===== src/rtl/persiana_pkg.sv =====
// Shared types and helpers for the multi-level blind controller:
// FSM state encoding, index width helper and limit-switch decoder.
package persiana_pkg;
   localparam int MAX_NIVELES = 32;
   localparam int IDX_W       = 5;

   typedef enum logic [2:0] {REPOSO, SUBIENDO, BAJANDO, PAUSA, FALLA} estado_t;

   typedef struct packed {
      logic             valido;    // exactly one switch active
      logic             invalido;  // two or more switches active
      logic [IDX_W-1:0] indice;
   } codigo_t;

   // Index width for n positions; never narrower than one bit.
   function automatic int ancho(input int n);
      return (n > 1) ? $clog2(n) : 1;
   endfunction

   function automatic codigo_t decodificar(input logic [MAX_NIVELES-1:0] v);
      codigo_t r;
      int      cuenta;
      r      = '0;
      cuenta = 0;
      for (int i = MAX_NIVELES-1; i >= 0; i--) begin
         if (v[i]) begin
            r.indice = IDX_W'(i);
            cuenta   = cuenta + 1;
         end
      end
      r.valido   = (cuenta == 1);
      r.invalido = (cuenta > 1);
      return r;
   endfunction
endpackage


===== src/rtl/persiana_objetivo.sv =====
// Target selection: lowest pressed level button in manual mode, inverted
// light-sensor scaling in automatic mode, held in the objetivo register.
module persiana_objetivo
   import persiana_pkg::*;
#(
   parameter int NIVELES  = 4,
   parameter int SENSOR_W = 2
) (
   input  logic                      Reloj,
   input  logic                      reset,
   input  logic                      automatico,
   input  logic [NIVELES-1:0]        btn_nivel,
   input  logic [SENSOR_W-1:0]       sensor,
   output logic [ancho(NIVELES)-1:0] objetivo
);
   localparam int OW = ancho(NIVELES);
   localparam int PW = SENSOR_W + 32;

   logic [SENSOR_W-1:0] inverso;
   logic [PW-1:0]       producto;
   logic [PW-1:0]       escalado;
   logic [OW-1:0]       nivel_auto;
   logic [OW-1:0]       nivel_btn;

   // NOTE: every signal written in always_comb gets a default first, so no path can infer a latch.
   always_comb begin
      inverso  = ~sensor;
      producto = PW'(inverso) * PW'(NIVELES);
      escalado = producto >> SENSOR_W;
      if (escalado > PW'(NIVELES - 1))
         nivel_auto = OW'(NIVELES - 1);
      else
         nivel_auto = OW'(escalado);

      // Scanning downward lets the lowest pressed button win.
      nivel_btn = '0;
      for (int i = NIVELES-1; i >= 0; i--) begin
         if (btn_nivel[i])
            nivel_btn = OW'(i);
      end
   end

   // NOTE: sequential state uses non-blocking assignments only, so all flops update together.
   always_ff @(posedge Reloj or negedge reset) begin
      if (!reset)
         objetivo <= '0;
      else if (automatico)
         objetivo <= nivel_auto;
      else if (|btn_nivel)
         objetivo <= nivel_btn;
   end
endmodule


===== src/rtl/persiana_niveles.sv =====
// Multi-level motorised blind controller: position tracking, motor FSM
// with dead time on every stop, travel watchdog and sticky fault.
module persiana_niveles
   import persiana_pkg::*;
#(
   parameter int NIVELES  = 4,
   parameter int SENSOR_W = 2,
   parameter int TIMEOUT  = 1000,
   parameter int MUERTO   = 4
) (
   input  logic                      Reloj,
   input  logic                      reset,
   input  logic                      automatico,
   input  logic [NIVELES-1:0]        btn_nivel,
   input  logic [SENSOR_W-1:0]       sensor,
   input  logic [NIVELES-1:0]        fin_carrera,
   output logic                      subir,
   output logic                      bajar,
   output logic [ancho(NIVELES)-1:0] posicion,
   output logic [ancho(NIVELES)-1:0] objetivo,
   output logic                      falla
);
   localparam int OW = ancho(NIVELES);
   localparam int WW = $clog2(TIMEOUT + 1);
   localparam int MW = $clog2(MUERTO + 1);

   estado_t                estado;
   estado_t                estado_sig;
   logic [WW-1:0]          vigia;
   logic [MW-1:0]          muerto;
   logic [MAX_NIVELES-1:0] fc_ext;
   codigo_t                fc;
   logic                   cambio_pos;
   logic                   en_marcha;
   logic                   llegada;
   logic                   agotado;

   persiana_objetivo #(
      .NIVELES  (NIVELES),
      .SENSOR_W (SENSOR_W)
   ) u_objetivo (
      .Reloj      (Reloj),
      .reset      (reset),
      .automatico (automatico),
      .btn_nivel  (btn_nivel),
      .sensor     (sensor),
      .objetivo   (objetivo)
   );

   always_comb begin
      fc_ext     = MAX_NIVELES'(fin_carrera);
      fc         = decodificar(fc_ext);
      cambio_pos = fc.valido && (fc.indice != IDX_W'(posicion));
      en_marcha  = (estado == SUBIENDO) || (estado == BAJANDO);
      llegada    = fin_carrera[objetivo];
      // Reaching a new level in the same cycle beats the timeout.
      agotado    = (vigia == WW'(TIMEOUT - 1)) && !cambio_pos;
   end

   always_comb begin
      estado_sig = estado;
      if (fc.invalido) begin
         estado_sig = FALLA;
      end else begin
         case (estado)
            REPOSO: begin
               if (objetivo > posicion)
                  estado_sig = SUBIENDO;
               else if (objetivo < posicion)
                  estado_sig = BAJANDO;
            end
            SUBIENDO: begin
               if (llegada || (objetivo <= posicion))
                  estado_sig = PAUSA;
               else if (agotado)
                  estado_sig = FALLA;
            end
            BAJANDO: begin
               if (llegada || (objetivo >= posicion))
                  estado_sig = PAUSA;
               else if (agotado)
                  estado_sig = FALLA;
            end
            PAUSA: begin
               if (muerto == MW'(MUERTO - 1))
                  estado_sig = REPOSO;
            end
            FALLA:   estado_sig = FALLA;
            default: estado_sig = FALLA;
         endcase
      end
   end

   always_ff @(posedge Reloj or negedge reset) begin
      if (!reset) begin
         estado   <= REPOSO;
         posicion <= '0;
         vigia    <= '0;
         muerto   <= '0;
         subir    <= 1'b0;
         bajar    <= 1'b0;
         falla    <= 1'b0;
      end else begin
         estado <= estado_sig;
         if (fc.valido)
            posicion <= OW'(fc.indice);

         // Zero outside motion, so each move starts its watchdog from zero.
         if (!en_marcha || cambio_pos)
            vigia <= '0;
         else
            vigia <= vigia + 1'b1;

         if (estado != PAUSA)
            muerto <= '0;
         else
            muerto <= muerto + 1'b1;

         // Outputs come from the next state so they change on the deciding edge.
         subir <= (estado_sig == SUBIENDO);
         bajar <= (estado_sig == BAJANDO);
         falla <= (estado_sig == FALLA);
      end
   end
endmodule


===== config.mk =====
export PLATFORM = sky130hd
export DESIGN_NAME = persiana_niveles
export DESIGN_NICKNAME = d
export VERILOG_FILES = /design/src/rtl/persiana_pkg.sv /design/src/rtl/persiana_objetivo.sv /design/src/rtl/persiana_niveles.sv
export SDC_FILE = /design/constraint.sdc
export NUM_CORES = 1
export LEC_CHECK = 0
export ABC_AREA = 1
export CAP_MARGIN = 25
export CORE_ASPECT_RATIO = 1.75
export CORE_MARGIN = 2
export CORE_UTILIZATION = 55
export CTS_CLUSTER_SIZE = 30
export DETAILED_ROUTE_END_ITERATION = 10
export DONT_BUFFER_PORTS = 1
export PLACE_DENSITY = 0.76
export SLEW_MARGIN = 20
export SYNTH_ARGS = -nofsm -noshare
export SYNTH_HDL_FRONTEND = slang
export SYNTH_SLANG_ARGS = --single-unit

===== constraint.sdc =====
create_clock -name Reloj -period 4 [get_ports Reloj]
set_input_delay 0.6 -clock Reloj [delete_from_list [all_inputs] [get_ports Reloj]]
set_output_delay 0.6 -clock Reloj [all_outputs]
set_load 0.02 [all_outputs]

==> results list, run 1 <==
- The clock passes through at most 2 buffers.
- Vias in the first global route: between 1000 and 1500
- After global routing the overflow that remains totals 0.
- Clock slew seen by the registers of the worst setup and hold paths: roughly 0.080 ns
* CTS-repair resized insts: 0
- In this run, CTS created clock tree buffers numbering 3.
* Top cells by area in the synthesized netlist: sky130_fd_sc_hd__dfrtp_1, sky130_fd_sc_hd__nand2_1, sky130_fd_sc_hd__ha_1
* Register bit count reported by yosys: 23
- In the routed layout, each cell is associated on average with a via count of 5.48.
- Setup repair after global routing missed its margin: false
- The critical path goes through inv_1, ha_1, or2_1, nand2_1, inv_1, ha_1, or2_1, nand2_2, nand2_4, nor2_4, nand2_4, nand3_2, nand2_1, nand2_2, nand2_2, nor2_2.
* Starting density of the core: 0.580
- Number of synthesis warnings: 0
- Most common cell type on the critical path: sky130_fd_sc_hd__nand2_2
* Wire length of the first global-routing pass: roughly 4.6 mm
- Commonest cells after routing, fill and taps aside: sky130_fd_sc_hd__nand2_1, sky130_fd_sc_hd__inv_1, sky130_fd_sc_hd__dfrtp_1
- Detailed-route wire length on metal 1: between 1 and 1.5 mm
* Number of levels the H-tree was split into: 1
* Net count after synthesis: around 210
* Final hold violations: 0
- Number of max-capacitance violations reported: 0
- Type of destination of the critical path: register
- Post-place setup slack: roughly 1.3 ns
- Detailed-routed wire length on met3: ~96 um
- Static leakage: 0.785 nW
* CP top delay family: simple AND/OR/NAND/NOR gates
* Min Hold Slack: between 0.02 and 0.025 ns
- Top routing layer in use: met4
* Critical-path top delay cell: sky130_fd_sc_hd__ha_1
- Final period util: 0.594
* Area of the placeable core: 0.00252 mm2
- Slowest stage delay, CP: between 0.3 and 0.4 ns
* Clock root buffer: sky130_fd_sc_hd__clkbuf_8
- Detailed-route wire length: 2.75 mm
* Sequential cell area fraction in the yosys report: 0.393
- The worst pin sits at a relative slew slack of 0.663.
- Maximum vdd ir drop: approximately 0.23 mV
- Clock latency reported for the late side of the worst-skew pair: roughly 0.26 ns
- Overall global routing resource usage: 0.194
* Sum of negative setup slack: 0 ns
- Yosys top cell by area: sky130_fd_sc_hd__dfrtp_1
- For this design, the CTS-stage hold fixing added 0 buffers.
- Input and output buffers added on the ports amount to 0.
* Height of the die: 72.3 um
- Based on the critical path, the design can be clocked at up to 0.421 GHz.
- Buffer count from post-CTS setup fixing: 0
* Number of cells produced by synthesis: ~190
- Worst path setup slack after routing: 1.62 ns
- Entering global routing, the biggest net connects 24 pins.
- On the final layout, the worst clock skew is approximately 0.0069 ns.
- After detailed routing, the number of remaining DRC violations is 0.
* Result of the run: finished clean
- At the pin with the least slew margin, the transition time is roughly 0.50 ns.
- IO Pins: 20
- The critical path contains buffers and inverters numbering 2 combined.
- Initial antenna violation count: 0
- Post-route ant nets: 0
- Dpl hpwl: roughly 2.2 mm
* Fraction of synthesized cell area taken by the top area cell type: 0.393
* Critical path arrival: about 2.6 ns
- For this design the ratio of total power to cell area is around 330 mW/mm2.
- The first routing iteration left 34 violations.
* Area delta synth->final: 5.38%
- Commonest non-fill, non-tap cell in the layout: sky130_fd_sc_hd__nand2_1
- Of the cells placed in the final design, the portion with a size suffix greater than 1 is 0.135.
* Post-layout net count: 217
- Die outline area: between 0.003 and 0.004 mm2
* Share of async-settable or async-resettable flops after synthesis: 1.00
* Final total power: just over 0.5 mW
* Type of the tightest min-delay check: in2async
- Routability-driven placement finished with a final weighted congestion of approximately 0.83.
- By startpoint and endpoint, the worst setup path is classified as in2reg.
* Req. time, crit path: between 4 and 5 ns
- Counting cells, the worst reg-to-reg path comes to 10.
* Most used flip-flop cell after synthesis: sky130_fd_sc_hd__dfrtp_1
* Met2 routed WL: roughly 1.6 mm
- Dividing the detail-routed wire length by the instance count gives roughly 13 um.
* Final setup violation count: 0
* Filler instances: 233
- After detailed placement, the design holds a cell count of around 220.
- Diodes inserted: 0
- Post-route minimum period: roughly 2.4 ns
- Excluding fillers, the count of instances in the completed layout stands at between 200 and 250.
- Vias post-DR: between 1000 and 1500
- Counting flops with a built-in enable in the synthesized netlist gives 0.
- In this run the cell area of the synthesized design comes to 0.00146 mm2.
* Average footprint of a synthesized cell: 7.75 um2
- Critical path peak fanout: 5
- For this design, the sink count on the clock tree is 23.
- The critical path runs through a total of 16 cells.
* Max-slew violation count: 0
- Count of distinct cell types in the synthesized netlist: 26
* Type of element launching the critical path: primary input
* Die Width: 43 um
- Row count: 24
* Router iterations before antenna repair: 4
- TritonCTS clock tree: done
==> power breakdown <==
group | internal, mW | switching [mW] | leakage, nW
clock network | 0.0694 | 0.0709 | 0.0255
logic | 0.0356 | 0.0648 | 0.456
registers | 0.241 | 0.0260 | 0.303
==> synth_stat cells, drive strengths merged, types with 3 or more instances <==
cell,number
ha,10
nor3,7
nor2,25
inv,32
nand2,50
o21ai,3
nand3,15
nor3b,3
a21oi,7
dfrtp,23
nand4,4
==> state kept, by name, summed over array words and instances (netlist names) <==
name,cells
subir,1
estado,3
bajar,1
u_objetivo.objetivo,2
falla,1
posicion,2
vigia,10
muerto,3
==> worst reg2reg max path, delay by kind of cell, from the launching register on <==
| family | cells | cell delay (ns) |
|---|---|---|
| and+or+nand+nor | 5 | 0.55 |
| DFF | 1 | 0.53 |
| AOI/OAI and AO/OA | 2 | 0.45 |
| adders and majority gates | 1 | 0.32 |
| buffers and inverters | 2 | 0.16 |
==> final cells by class <==
cell class              instances  area (um2)  area share
inverters                      33         124      0.0803
multi-input cells             133         764       0.496
flip-flops and latches         23         576       0.373
clock buffers                   3        41.3      0.0268
well taps                      26        32.5      0.0211
clock inverters                 1        5.00     0.00324
==> per-stage QoR <==
stage,cell area (um2),util
finish,1540,0.612
global route,1540,0.612
CTS,1540,0.612
detailed placement,1500,0.593
global placement,1500,0.593
floorplan,1460,-
==> layer usage <==
| metal | track usage | vias to the layer above |
|---|---|---|
| li1 | - | 603 |
| met1 | 0.175 | 551 |
| met2 | 0.389 | 35 |
| met3 | 0.0323 | 11 |
| met4 | 0.0976 | 0 |
| met5 | 0 | - |
==> path summary, 6_finish.rpt <==
| kind | from | end | slack (ns) |
|---|---|---|---|
| worst min-delay path | reset | u_objetivo.objetivo[1] | 0.02 |
| min in group Reloj | muerto[0] | muerto[0] | 0.45 |
| max in group asynchronous | reset | vigia[9] | 3.90 |
| worst min register to register | muerto[0] | muerto[0] | 0.45 |
| worst max register to register | posicion[1] | estado[1] | 1.91 |
| worst max-delay path | fin_carrera[2] | subir | 1.62 |
==> cells by family after synthesis <==
| logic type | after synthesis | synth area share |
|---|---|---|
| compound gates | 12 | 0.0479 |
| xor+xnor | 3 | 0.0180 |
| fa+ha+maj | 10 | 0.0855 |
| buf+inv | 33 | 0.0846 |
| flops | 23 | 0.393 |
| simple gates | 108 | 0.371 |
(Power assumes the default switching activity.)
==> run 2, diff against run 1 <==
==> constraint.sdc (replaced) <==
create_clock -name Reloj -period 2.35 [get_ports Reloj]
set_input_delay 0.3525 -clock Reloj [delete_from_list [all_inputs] [get_ports Reloj]]
set_output_delay 0.3525 -clock Reloj [all_outputs]
set_load 0.02 [all_outputs]
==> run 2 against run 1 <==
  * Critical endpoint is now vigia[4]
  * Die area did not move
  * Worst hold slack better by 0.029 ns
  * Non-clock buffer count up 2
  * Sequential power grew 69%
  * Wire length down 5.5%
  * First-iteration DRC count shrank 53%
  * Combinational power is 88% higher
  * Register-to-register slack worse by 1.5 ns
  * Total power increased by 73%
  * Clock skew decreased by 0.0019 ns
==> results list, run 2 (same netlist as run 1, synthesis figures left out) <==
- The run finished with clean final reports.
- Final setup violation count: 0
- The setup path with the least slack is of type in2reg.
* Met3 Use GR: 0.0299
* Pwr/cell area: around 560 mW/mm2
- Clock root buffer: sky130_fd_sc_hd__clkbuf_8
- The die covers between 0.003 and 0.004 mm2.
- For this run, design rule violations remaining after detail routing come to 0.
- Across the routed clock network, the largest skew measured is around 0.0050 ns.
- Detailed placement ended at an HPWL of 2.20 mm.
* Post-route ant nets: 0
* TritonCTS clock tree: done
- The first global-routing pass estimated 4.66 mm of wire.
- The number of antenna diodes in the final layout is 0.
- Critical path arrival: between 2 and 2.5 ns
- In this run the static leakage power is roughly 0.79 nW.
- Commonest non-fill, non-tap cell in the layout: sky130_fd_sc_hd__nand2_1
- Buffer count from post-CTS setup fixing: 0
* CTS Buffer Depth: 2
* Met1 capacity usage during global routing: 0.180
- Logic pwr share: 0.214
- Summing all multi-input logic gate instances after layout gives roughly 770 um2.
- Final total power: around 0.88 mW
- Vias post-DR: between 1000 and 1500
- For this run, the post-layout net count is 219.
- Sw Share: 0.317
- Registers with the highest flip-flop counts: vigia (10), estado (3), muerto (3)
- Pint: 0.600 mW
- Max FFs per register: 10
- Final period util: 0.895
- Layout cell share with drive strength beyond 1: 0.144
* Clock slew seen by the registers of the worst setup and hold paths: 0.08 ns
- For this run, the total global-route usage over all layers was measured as 0.195.
- Min Hold Slack: approximately 0.05 ns
- For this run, global-route usage on met2 was measured as 0.392.
- Peak Freq: roughly 0.48 GHz
* Gpl congestion: between 0.8 and 0.9
* Combined flip-flop and latch cell area: ~580 um2
* Type of destination of the critical path: register
- Of all nets on the critical path, the largest fanout is 10.
- Final hold violations: 0
- Clock latency reported for the late side of the worst-skew pair: about 0.26 ns
- Post-route minimum period: around 2.1 ns
* Number of max-capacitance violations reported: 0
* Reg2Reg Launch Point: posicion[1]
- The worst setup path is launched from a primary input.
* IO Pins: 20
- Slew at the pin with the worst max-slew slack: 0.504 ns
- Commonest cells after routing, fill and taps aside: sky130_fd_sc_hd__nand2_1, sky130_fd_sc_hd__inv_1, sky130_fd_sc_hd__dfrtp_1
* Largest net degree at the start of global routing: 24
* Die Width: 43 um
* Share of the core filled with cells: 0.618
- Vias in the first global route: approximately 1200
- The analysis attributes to net switching a power of between 0.2 and 0.3 mW.
- CTS Buf Count: 3
* Row count: 24
- After detailed routing, the total wire length is ~2.6 mm.
- Height of the die: approximately 72 um
- Grt total ovfl: 0
- Initial antenna violation count: 0
* Detail-routed net length per standard cell: about 12 um
- After detailed routing, the number of vias per cell comes to ~5.3.
* Type of the tightest min-delay check: in2async
- During placement, the flow inserted port buffers numbering 0.
* Clock power share: 0.272
- STA puts the critical path data required time at roughly 2.5 ns.
- Sequential group share of total power: 0.515
- Counting flops per register, the top entry is vigia.
- CTS built an H-tree with a depth of 1.
- Max-slew violation count: 0
- Compared with the post-synthesis result, the final layout area differs by 6.41%.
* Critical Path Start: fin_carrera[2]
* Maximum vdd ir drop: 0.313 mV
- Max-slew headroom: 0.664
* Clock net sink count: 23
- The first routing iteration left 16 violations.
* Starting density of the core: 0.580
- Filler instances: about 240
- Setup repair after global routing left no endpoint under its margin.
- Area of the placeable core: 0.00252 mm2
- Total cell area at the placement stage: around 0.0015 mm2
- Router iterations before antenna repair: 2
- Post-layout instance area: roughly 0.0016 mm2
- The global routing stage identified its most utilized layer as met2.
## run 2: what timing repair did
action,in CTS,in global routing
hold endpoints to repair,23,0
resized for setup,0,1
hold buffers,1,0
endpoints found under the setup margin,0,1
## run 2: metal layers
layer	routed length [um]	vias up
li1	-	609
met1	977	539
met2	1490	22
met3	72	7
met4	56	0
met5	0	-
## run 2: critical path: stages
cell and delay, ns:
sky130_fd_sc_hd__inv_1 0.05, sky130_fd_sc_hd__ha_1 0.34, sky130_fd_sc_hd__or2_1 0.26, sky130_fd_sc_hd__nand2_1 0.08, sky130_fd_sc_hd__inv_1 0.04, sky130_fd_sc_hd__ha_1 0.27
sky130_fd_sc_hd__or2_1 0.24, sky130_fd_sc_hd__nand2_2 0.09, sky130_fd_sc_hd__nand2_4 0.06, sky130_fd_sc_hd__nor2_4 0.11, sky130_fd_sc_hd__nand2_4 0.08, sky130_fd_sc_hd__o21ai_2 0.17
sky130_fd_sc_hd__nor3b_1 0.11
## run 2: final cells by class
type / instances / share of cell area
clock buffer: 4 / 0.0289
inverter: 33 / 0.0795
timing repair buffer: 2 / 0.00803
tap: 26 / 0.0209
sequential: 23 / 0.369
multi-input combinational: 133 / 0.493
## run 2: power by group through the flow
stage                     sequential [mW]  combinational (mW)  clock (mW)
after global placement              0.460               0.167           0
after CTS                           0.452               0.185       0.244
final                               0.452               0.188       0.239
after detailed placement            0.460               0.175           0
after floorplan                     0.453               0.143           0
after global routing                0.455               0.221       0.263
## run 2: stage by stage
| step | setup TNS (ns) | setup WS [ns] | cells |
|---|---|---|---|
| 6_report | 0 | 0.247 | 221 |
| 5_1_grt | 0 | 0.131 | 221 |
| 4_1_cts | 0 | 0.243 | 221 |
| 3_5_place_dp | -0.113 | -0.0280 | 216 |
| 3_3_place_gp | 0 | 0.0621 | 216 |
| 2_1_floorplan | 0 | 0.0910 | 189 |
## run 2: worst paths after layout
kind | endpoint | slack (ns) | cells after the start
max | vigia[4] | 0.25 | 13
min | bajar | 0.05 | 1
max reg2reg | estado[1] | 0.37 | 10
min reg2reg | muerto[0] | 0.44 | 1
max in group asynchronous | vigia[8] | 1.96 | 1
min in group Reloj | u_objetivo.objetivo[0] | 0.24 | 1
